==> src/rtl/pebble_pkg.sv <==
// Shared types and constants for the pebble execute stage: datapath sizing,
// ALU opcodes, FSM states and instruction field positions.
package pebble_pkg;

  localparam int DW      = 8;
  localparam int NREG    = 8;
  localparam int REG_AW  = 3;
  localparam int INSTR_W = 9;

  localparam int OP_MSB   = 8;
  localparam int OP_LSB   = 7;
  localparam int MODE_BIT = 6;
  localparam int RD_MSB   = 5;
  localparam int RD_LSB   = 3;
  localparam int RB_MSB   = 2;
  localparam int RB_LSB   = 0;

  typedef enum logic [1:0] {
    ADD = 2'b00,
    SUB = 2'b01,
    AND = 2'b10,
    OR  = 2'b11
  } alu_op_t;

  typedef enum logic {
    IDLE = 1'b0,
    EXEC = 1'b1
  } exec_state_t;

endpackage

==> src/rtl/reg_file.sv <==
// Register file: two combinational operand reads, one combinational debug read,
// one synchronous write port, synchronous clear.
module reg_file
  import pebble_pkg::*;
#(
  parameter int DW   = pebble_pkg::DW,
  parameter int NREG = pebble_pkg::NREG
) (
  input  logic              clk,
  input  logic              reset,
  input  logic [REG_AW-1:0] raddr_a,
  input  logic [REG_AW-1:0] raddr_b,
  input  logic [REG_AW-1:0] dbg_addr,
  output logic [DW-1:0]     rdata_a,
  output logic [DW-1:0]     rdata_b,
  output logic [DW-1:0]     dbg_data,
  input  logic              we,
  input  logic [REG_AW-1:0] waddr,
  input  logic [DW-1:0]     wdata
);

  logic [DW-1:0] regs_r [NREG];

  // Register storage; clear wins over any write on the same edge
  always_ff @(posedge clk) begin
    if (reset) begin
      for (int i = 0; i < NREG; i++) begin
        regs_r[i] <= {DW{1'b0}};
      end
    end else if (we) begin
      regs_r[waddr] <= wdata;
    end
  end

  // Reads see the stored value, so a same-cycle write is not forwarded
  assign rdata_a  = regs_r[raddr_a];
  assign rdata_b  = regs_r[raddr_b];
  assign dbg_data = regs_r[dbg_addr];

endmodule

==> src/rtl/exec_stage.sv <==
// Execute stage: decodes ALU / LDI / NOP instructions, launches ALU ops for one
// EXEC cycle, writes results back into the register file and pulses done.
module exec_stage
  import pebble_pkg::*;
#(
  parameter int DW   = pebble_pkg::DW,
  parameter int NREG = pebble_pkg::NREG
) (
  input  logic               clk,
  input  logic               reset,
  input  logic               instr_valid,
  output logic               instr_ready,
  input  logic [INSTR_W-1:0] instr,
  output logic [1:0]         alu_opcode,
  output logic [DW-1:0]      alu_dat_a,
  output logic [DW-1:0]      alu_dat_b,
  input  logic [DW-1:0]      alu_result,
  input  logic               alu_zero,
  output logic               zero_flag,
  output logic               done,
  input  logic [REG_AW-1:0]  dbg_addr,
  output logic [DW-1:0]      dbg_data
);

  exec_state_t       state_r, state_next_s;
  logic              accept_s, is_alu_s, is_ldi_s, is_nop_s;
  logic [1:0]        op_s;
  logic [REG_AW-1:0] rd_s, rb_s, rd_r, waddr_s;
  logic [DW-1:0]     rdata_a_s, rdata_b_s, imm_s, wdata_s;
  logic              we_s;
  alu_op_t           alu_opcode_r;
  logic [DW-1:0]     dat_a_r, dat_b_r;
  logic              zero_flag_r, done_r;

  assign instr_ready = (state_r == IDLE) && !reset;
  assign accept_s    = instr_valid && instr_ready;
  assign op_s        = instr[OP_MSB:OP_LSB];
  assign rd_s        = instr[RD_MSB:RD_LSB];
  assign rb_s        = instr[RB_MSB:RB_LSB];
  assign imm_s       = {{(DW-3){1'b0}}, instr[RB_MSB:RB_LSB]};

  // Instruction class decode, qualified by the handshake
  always_comb begin
    is_alu_s = 1'b0;
    is_ldi_s = 1'b0;
    is_nop_s = 1'b0;
    if (accept_s) begin
      is_alu_s = !instr[MODE_BIT];
      is_ldi_s = instr[MODE_BIT] && (op_s == 2'b00);
      is_nop_s = instr[MODE_BIT] && (op_s != 2'b00);
    end else begin
      is_alu_s = 1'b0;
    end
  end

  // FSM state register
  always_ff @(posedge clk) begin
    if (reset) begin
      state_r <= IDLE;
    end else begin
      state_r <= state_next_s;
    end
  end

  // FSM next state: only ALU ops spend a cycle in EXEC
  always_comb begin
    state_next_s = state_r;
    case (state_r)
      IDLE: begin
        if (is_alu_s) begin
          state_next_s = EXEC;
        end else begin
          state_next_s = IDLE;
        end
      end
      EXEC:    state_next_s = IDLE;
      default: state_next_s = IDLE;
    endcase
  end

  // Write port select: ALU writeback in EXEC, immediate load at accept
  always_comb begin
    we_s    = 1'b0;
    waddr_s = rd_r;
    wdata_s = alu_result;
    if (state_r == EXEC) begin
      we_s = 1'b1;
    end else if (is_ldi_s) begin
      we_s    = 1'b1;
      waddr_s = rd_s;
      wdata_s = imm_s;
    end else begin
      we_s = 1'b0;
    end
  end

  // ALU operand latch, zero flag and retire pulse
  always_ff @(posedge clk) begin
    if (reset) begin
      alu_opcode_r <= ADD;
      dat_a_r      <= {DW{1'b0}};
      dat_b_r      <= {DW{1'b0}};
      rd_r         <= {REG_AW{1'b0}};
      zero_flag_r  <= 1'b0;
      done_r       <= 1'b0;
    end else begin
      if (is_alu_s) begin
        alu_opcode_r <= alu_op_t'(op_s);
        dat_a_r      <= rdata_a_s;
        dat_b_r      <= rdata_b_s;
        rd_r         <= rd_s;
      end
      if (state_r == EXEC) begin
        zero_flag_r <= alu_zero;
      end
      done_r <= (state_r == EXEC) || is_ldi_s || is_nop_s;
    end
  end

  assign alu_opcode = alu_opcode_r;
  assign alu_dat_a  = dat_a_r;
  assign alu_dat_b  = dat_b_r;
  assign zero_flag  = zero_flag_r;
  assign done       = done_r;

  reg_file #(
    .DW   (DW),
    .NREG (NREG)
  ) u_reg_file (
    .clk      (clk),
    .reset    (reset),
    .raddr_a  (rd_s),
    .raddr_b  (rb_s),
    .dbg_addr (dbg_addr),
    .rdata_a  (rdata_a_s),
    .rdata_b  (rdata_b_s),
    .dbg_data (dbg_data),
    .we       (we_s),
    .waddr    (waddr_s),
    .wdata    (wdata_s)
  );

endmodule

==> config.mk <==
export PLATFORM = sky130hd
export DESIGN_NAME = exec_stage
export DESIGN_NICKNAME = d
export VERILOG_FILES = /design/src/rtl/pebble_pkg.sv /design/src/rtl/reg_file.sv /design/src/rtl/exec_stage.sv
export SDC_FILE = /design/constraint.sdc
export NUM_CORES = 1
export LEC_CHECK = 0
export CORE_MARGIN = 2
export CORE_UTILIZATION = 60
export CTS_BUF_LIST = sky130_fd_sc_hd__clkbuf_8
export DETAILED_ROUTE_END_ITERATION = 16
export PLACE_DENSITY_LB_ADDON = 0.15
export RECOVER_POWER = 25
export SLEW_MARGIN = 20
export SYNTH_ARGS = -nofsm -noshare
export SYNTH_HDL_FRONTEND = slang
export SYNTH_SLANG_ARGS = --single-unit
==> constraint.sdc <==
create_clock -name clk -period 4.9 [get_ports clk]
set_clock_uncertainty 0.05 [all_clocks]
set_input_delay 0.98 -clock clk [delete_from_list [all_inputs] [get_ports clk]]
set_output_delay 0.98 -clock clk [all_outputs]
set_load 0.01 [all_outputs]
## After elaboration in Yosys (flattened, before gate mapping)

Memories as Yosys holds them, arrays and structs flattened. A register that Yosys moved wholly into a read port is not among the register bits.
Index checks and enable logic that the tools add are counted.

- $add $sub $neg: 0
- Multiply operators: 0
- Divide/modulo/power cells: 0
- Order comparisons: 0
- Equal/unequal tests: 0
- Shift-type cells: 0
- Mux-type cells: 19
- Bitwise operators: 1
- Reductions and logical operators: 11

Operators with widths:

| cell | count |
|---|---|
| $mux 8 | 3 |
| $mux 1 | 12 |
| $mux 3 | 3 |
| $reduce_or 8->1 | 1 |
| $logic_and 1x1->1 | 4 |
| $logic_not 1->1 | 2 |
| $logic_not 2->1 | 1 |
| $logic_or 1x1->1 | 2 |
| $pmux 1 s2 | 1 |
| $reduce_bool 2->1 | 1 |
| $not 1->1 | 1 |

- Bits in registers: 8
- Bits in latches: 0
- RAM bits: 64
- Memory bits (read-only): 0
- Bits of input ports: 24
- Logic and storage cells: 37
- Memories: 1

Memories:

| name | words | bits a word | read ports | clocked after Yosys merged registers in | wr ports | line | RTL |
|---|---|---|---|---|---|---|---|
| u_reg_file.regs_r | 8 | 8 | 3 | 2 | 8 | reg_file.sv:22 | `logic [DW-1:0] regs_r [NREG];` |

## Longest topological paths before layout

- Word-level depth: 11
- Depth in mapped cells: 6
- Mapped depth without buffers: 5

## Hierarchy

A second synthesis with hierarchy kept.

- Cells, all modules: 367
- Area total of the unflattened synthesis: 5014.8 um2

By module, submodules not included:

| module | instances | cells an instance | area an instance (um2) | sequential area each (um2) |
|---|---|---|---|---|
| reg_file | 1 | 251 | 4065.1 | 1921.8 |
| exec_stage | 1 | 116 | 949.7 | 480.5 |

## Worst setup path before layout

OpenSTA, ideal clock, no wires.

- Kind: input to output
- Start: in dbg_addr[0]
- End: out dbg_data[0]
- Arrival time: 2315 ps
- Data required time: 3870 ps
- Path slack: 1555 ps
- Cell stages on the path: 4
- Path through: buf_2 > buf_2 > mux4_2 > mux2_2

- Word-level cells in the longest chain between the ends: 1

Ends and longest elaborated chain:

| item | line | RTL |
|---|---|---|
| start: declaration | exec_stage.sv:21 | `input logic [REG_AW-1:0] dbg_addr,` |
| $mem_v2 8x8 | - |  |
| end: declaration | exec_stage.sv:22 | `output logic [DW-1:0] dbg_data` |

No other way between the ends.

## Final worst setup path

- Start: in reset
- End: out instr_ready

- Word-level cells in the longest chain between the ends: 2

Ends and longest elaborated chain:

| item | line | RTL |
|---|---|---|
| start: declaration | exec_stage.sv:10 | `input logic reset,` |
| $logic_not 1->1 | exec_stage.sv:35 | `assign instr_ready = (state_r == IDLE) && !reset;` |
| $logic_and 1x1->1 | exec_stage.sv:35 |  |
| end: declaration | exec_stage.sv:12 | `output logic instr_ready,` |

No other way between the ends.

==> results.md <==
Pwr:
- The proportion of power drawn by combinational gates is 15.5%.
- Of the total power, registers draw 52.7%.
- Power spread over the standard cell area amounts to 284 nW/um^2.
- The clock share of power is 31.9%.
- In this run the static leakage power is 2.16 nW.
- The switching power as a share of total power is 27.4%.
- The power consumption is 0.00163 W.
- The worst-case IR drop observed on VDD is 0.000191 V.
- The internal power consumption is 0.00118 W.
- The analysis attributes to net switching a power of 0.000446 W.

Clocking:
- The number of hold-repair buffers added at the cts stage is 0.
- TritonCTS built the clock tree.
- In this run the number of H-tree levels came out at 3.
- Once the clock tree was built, the resizer swapped 0 gates to a different size.
- In this run the post-CTS setup repair buffer count came out at 0.
- At the later pin of the worst-skew pair, clock insertion delay measures 0.37 ns.
- The longest clock path from root to sink contains 2 buffers.
- The library cell used as clock root buffer is clkbuf_8.
- After clock tree synthesis, the clock-pin slew on the worst setup and hold paths is 0.09 ns.
- For this design, the sink count on the clock tree is 88.
- TritonCTS created 9 clock buffers.

Yosys:
- The count of mapped cells out of synthesis is 475.
- The number of synthesized register bits is 88.
- In the post-synthesis netlist, the biggest area contributors are edfxtp_1 (38%), mux2i_1 (13%), dfxtp_1 (9.6%), mux4_2 (7.2%), a22oi_1 (4.8%).
- Summing the sequential cell areas from Yosys gives 47.9% of the chip area.
- The post-synthesis area per instance is 10.6 sq um.
- The share of the synthesized area in the top cell type is 38.3%.
- The combined area of all synthesized cells is 5010 sq um.
- The number of unique standard cell types used by synthesis is 36.
- The net count after synthesis is 499.
- The biggest area contributor in the post-synthesis netlist is edfxtp_1.
- The count of warnings emitted by yosys is 0.

Flow run:
- Max-cap violations in this run came to 1.

STA:
- The count of final max-slew check failures is 37.
- Headroom to the max-slew limit came out at -11.2%.
- The worst setup slack after layout is 0.541 ns.
- Setup repair after global routing left no endpoint under its margin.
- Setup violations remaining at the end of the flow were counted as 0.
- The shortest period the worst path allows is 4.36 ns.
- Based on the critical path, the design can be clocked at up to 0.229 GHz.
- The part of the cycle the worst path needs is 89.0%.
- The transition at the pin with the smallest max-transition slack is 1.67 ns.
- The total negative slack is 0 ns.
- The final count of hold timing violations was 0.

Setup path:
- For the worst setup path, the data arrival time is 3.33 ns.
- The beginning of the worst register-to-register path is state_r.
- Of all nets on the critical path, the largest fanout is 36.
- The required time reported for the critical path endpoint is 3.87 ns.
- The startpoint class of the critical path is a primary input.
- The endpoint identified for the worst register-to-register timing path is alu_dat_b[2].
- The slack of the worst reg-to-reg path is 2.34 ns.
- In this run the worst setup path begins at reset.
- The worst setup path category is primary input to output port.
- For the worst flop-to-flop path, the logic depth is 5.
- The kind of capture point of the worst setup path is an output port.

Floorplan:
- The width of the chip is 95.4 um.
- The count of standard-cell rows is 33.
- The region available for standard cell placement spans 8180 sq um.
- The number of top-level design ports is 53.
- The die area is 9100 sq um.
- The initial standard-cell utilization of the core is 61.3%.
- The die span in y is 95.4 um.

Cells and area:
- The area taken by flip-flops and latches is 2400 sq um.
- The final net count is 534.
- Cells with a size suffix above 1 make up 10.1% of the layout.
- The finished layout holds 620 standard cells, fillers aside.
- The number of antenna cells inserted is 0.
- Summing all multi-input logic gate instances after layout gives 2450 sq um.
- Once layout is complete, the utilization of the core stands at 70.3%.
- The number of fillers in the final layout is 605.
- From synthesis to final layout, the design area changed by 14.7%.

Detailed routing:
- Dividing the detail-routed wire length by the instance count gives 23.7 um.
- In this run the remaining antenna-violating nets after routing total 0.
- The final route contains 4152 vias.
- The detailed-route vias per instance is 6.70.
- The iteration-0 DRC count of the detailed router is 425.
- Wires add up to 14700 um.
- After detailed routing, the number of remaining DRC violations is 0.
- For this run, the detailed router's first-pass iteration total came to 5.

Placed design:
- At the placement stage, the worst setup path has a slack of 0.730 ns.
- The cell count after placement is 604.
- The HPWL reported at the end of detailed placement is 10800 um.
- The count of buffers inserted at the top-level ports is 52.
- The routability-driven placement congestion ratio is 1.01.

GRT:
- The initial antenna violation count is 0.
- Summed over all layers, the global routing overflow is 0.
- For met3 alone, demand over resource in global routing was 5.30%.
- The met2 routing resource usage after global routing is 58.5%.
- The first global-routing pass estimated 21500 um of wire.
- The layer flagged by global routing as most heavily used is met2.
- The via count of the first global-routing pass is 3996.
- For this run, global-route usage on met1 was measured as 38.3%.
- The total routing usage reported by global routing is 33.5%.
- Entering global routing, the biggest net connects 37 pins.

Status:
- The flow ran to the end, but the final reports show violations.
- The checks that failed: capacitance limit, slew limit.

Hold path:
- Counting instances, the worst hold path has a depth of 2.
- The endpoint of the worst hold path is alu_dat_a[5].
- The worst hold path belongs to the class flip-flop to flip-flop.
- The hold path startpoint is alu_dat_a[5].
-- cell families (layout without fill, tap and decap cells) --
family	after synthesis	count (layout)	share of synthesized area (%)
simple gates	173	173	16.3
compound gates	89	89	10.6
mux	89	89	22.0
flops	88	88	47.9
buf+inv	36	76	3.17
-- layout by cell type, fill, tap and decap left out, types with 8 or more instances in the layout --
| cell type | n |
|---|---|
| mux2i_1 | 65 |
| nor2_1 | 64 |
| edfxtp_1 | 64 |
| nand2_1 | 44 |
| a22oi_1 | 32 |
| a21oi_1 | 30 |
| clkdlybuf4s50_1 | 29 |
| o21ai_0 | 24 |
| dfxtp_1 | 24 |
| dlygate4sd3_1 | 21 |
| nor3_1 | 17 |
| mux4_2 | 16 |
| nand3_1 | 15 |
| clkbuf_8 | 9 |
| mux2_2 | 8 |
| nor2b_1 | 8 |
-- worst max path at each step --
stage / endpoint / slack [ns]
3_5_place_dp: dbg_data[7] / 0.73
3_3_place_gp: dbg_data[7] / 0.78
6_report: instr_ready / 0.54
2_1_floorplan: dbg_data[0] / 1.56
4_1_cts: dbg_data[7] / 0.73
5_1_grt: instr_ready / 0.43
-- synth_stat cells --
master	number
nand4_1	2
edfxtp_1	64
dfxtp_1	24
nor3b_1	1
nor4b_1	1
a311o_1	1
nor3b_2	1
nand2_1	44
buf_6	1
and2_1	8
clkbuf_1	13
nand2_4	2
nand3_1	15
nor2_1	64
a22oi_1	32
o21ai_1	1
mux4_2	16
nand2b_1	3
or3b_2	1
or4b_4	1
or3b_4	1
nand3b_1	1
buf_1	9
nor2b_1	8
buf_2	10
buf_4	1
nor3_1	17
o21ai_0	23
or2_0	1
a21oi_1	30
nor4b_2	1
a31oi_1	2
mux2_2	8
and3_1	1
mux2i_1	65
inv_1	2
-- critical path, stage by stage --
cell and delay [ns]:
dlygate4sd3_1 0.52, clkbuf_1 1.20, nor2_1 0.09, clkdlybuf4s50_1 0.54
-- state kept, by name, indices dropped and copies added (netlist names) --
| register | flops |
|---|---|
| state_r | 1 |
| done | 1 |
| alu_dat_a | 8 |
| zero_flag | 1 |
| rd_r | 3 |
| u_reg_file.regs_r | 64 |
| alu_opcode | 2 |
| alu_dat_b | 8 |
-- through the flow --
step / hold slack, ns / instance area, sq um
after floorplan: 0.431 / 5010
after global placement: 0.396 / 5550
after detailed placement: 0.400 / 5550
after CTS: 0.446 / 5760
after global routing: 0.454 / 5750
final: 0.439 / 5750
-- layout make-up --
| type | instances | share of cell area (%) |
|---|---|---|
| Clock buffer | 9 | 2.16 |
| Clock inverter | 7 | 1.37 |
| Inverter | 2 | 0.131 |
| Multi-Input combinational cell | 351 | 42.7 |
| Sequential cell | 88 | 41.8 |
| Tap cell | 105 | 2.29 |
| Timing Repair Buffer | 58 | 9.54 |
-- power groups by stage --
| stage | clock (W) | sequential [W] | combinational [W] |
|---|---|---|---|
| floorplan | 0 | 0.000866 | 0.000153 |
| global placement | 0 | 0.000872 | 0.000245 |
| detailed placement | 0 | 0.000875 | 0.000253 |
| CTS | 0.000519 | 0.000857 | 0.000254 |
| global route | 0.000543 | 0.000860 | 0.000269 |
| finish | 0.000520 | 0.000858 | 0.000252 |
-- routing by layer --
| metal | vias to the layer above | wire length [um] |
|---|---|---|
| met4 | 0 | 920 |
| met5 | - | 0 |
| met2 | 289 | 7500 |
| li1 | 1842 | - |
| met1 | 1944 | 4980 |
| met3 | 77 | 1310 |
Power figures use the tool's default switching activity.
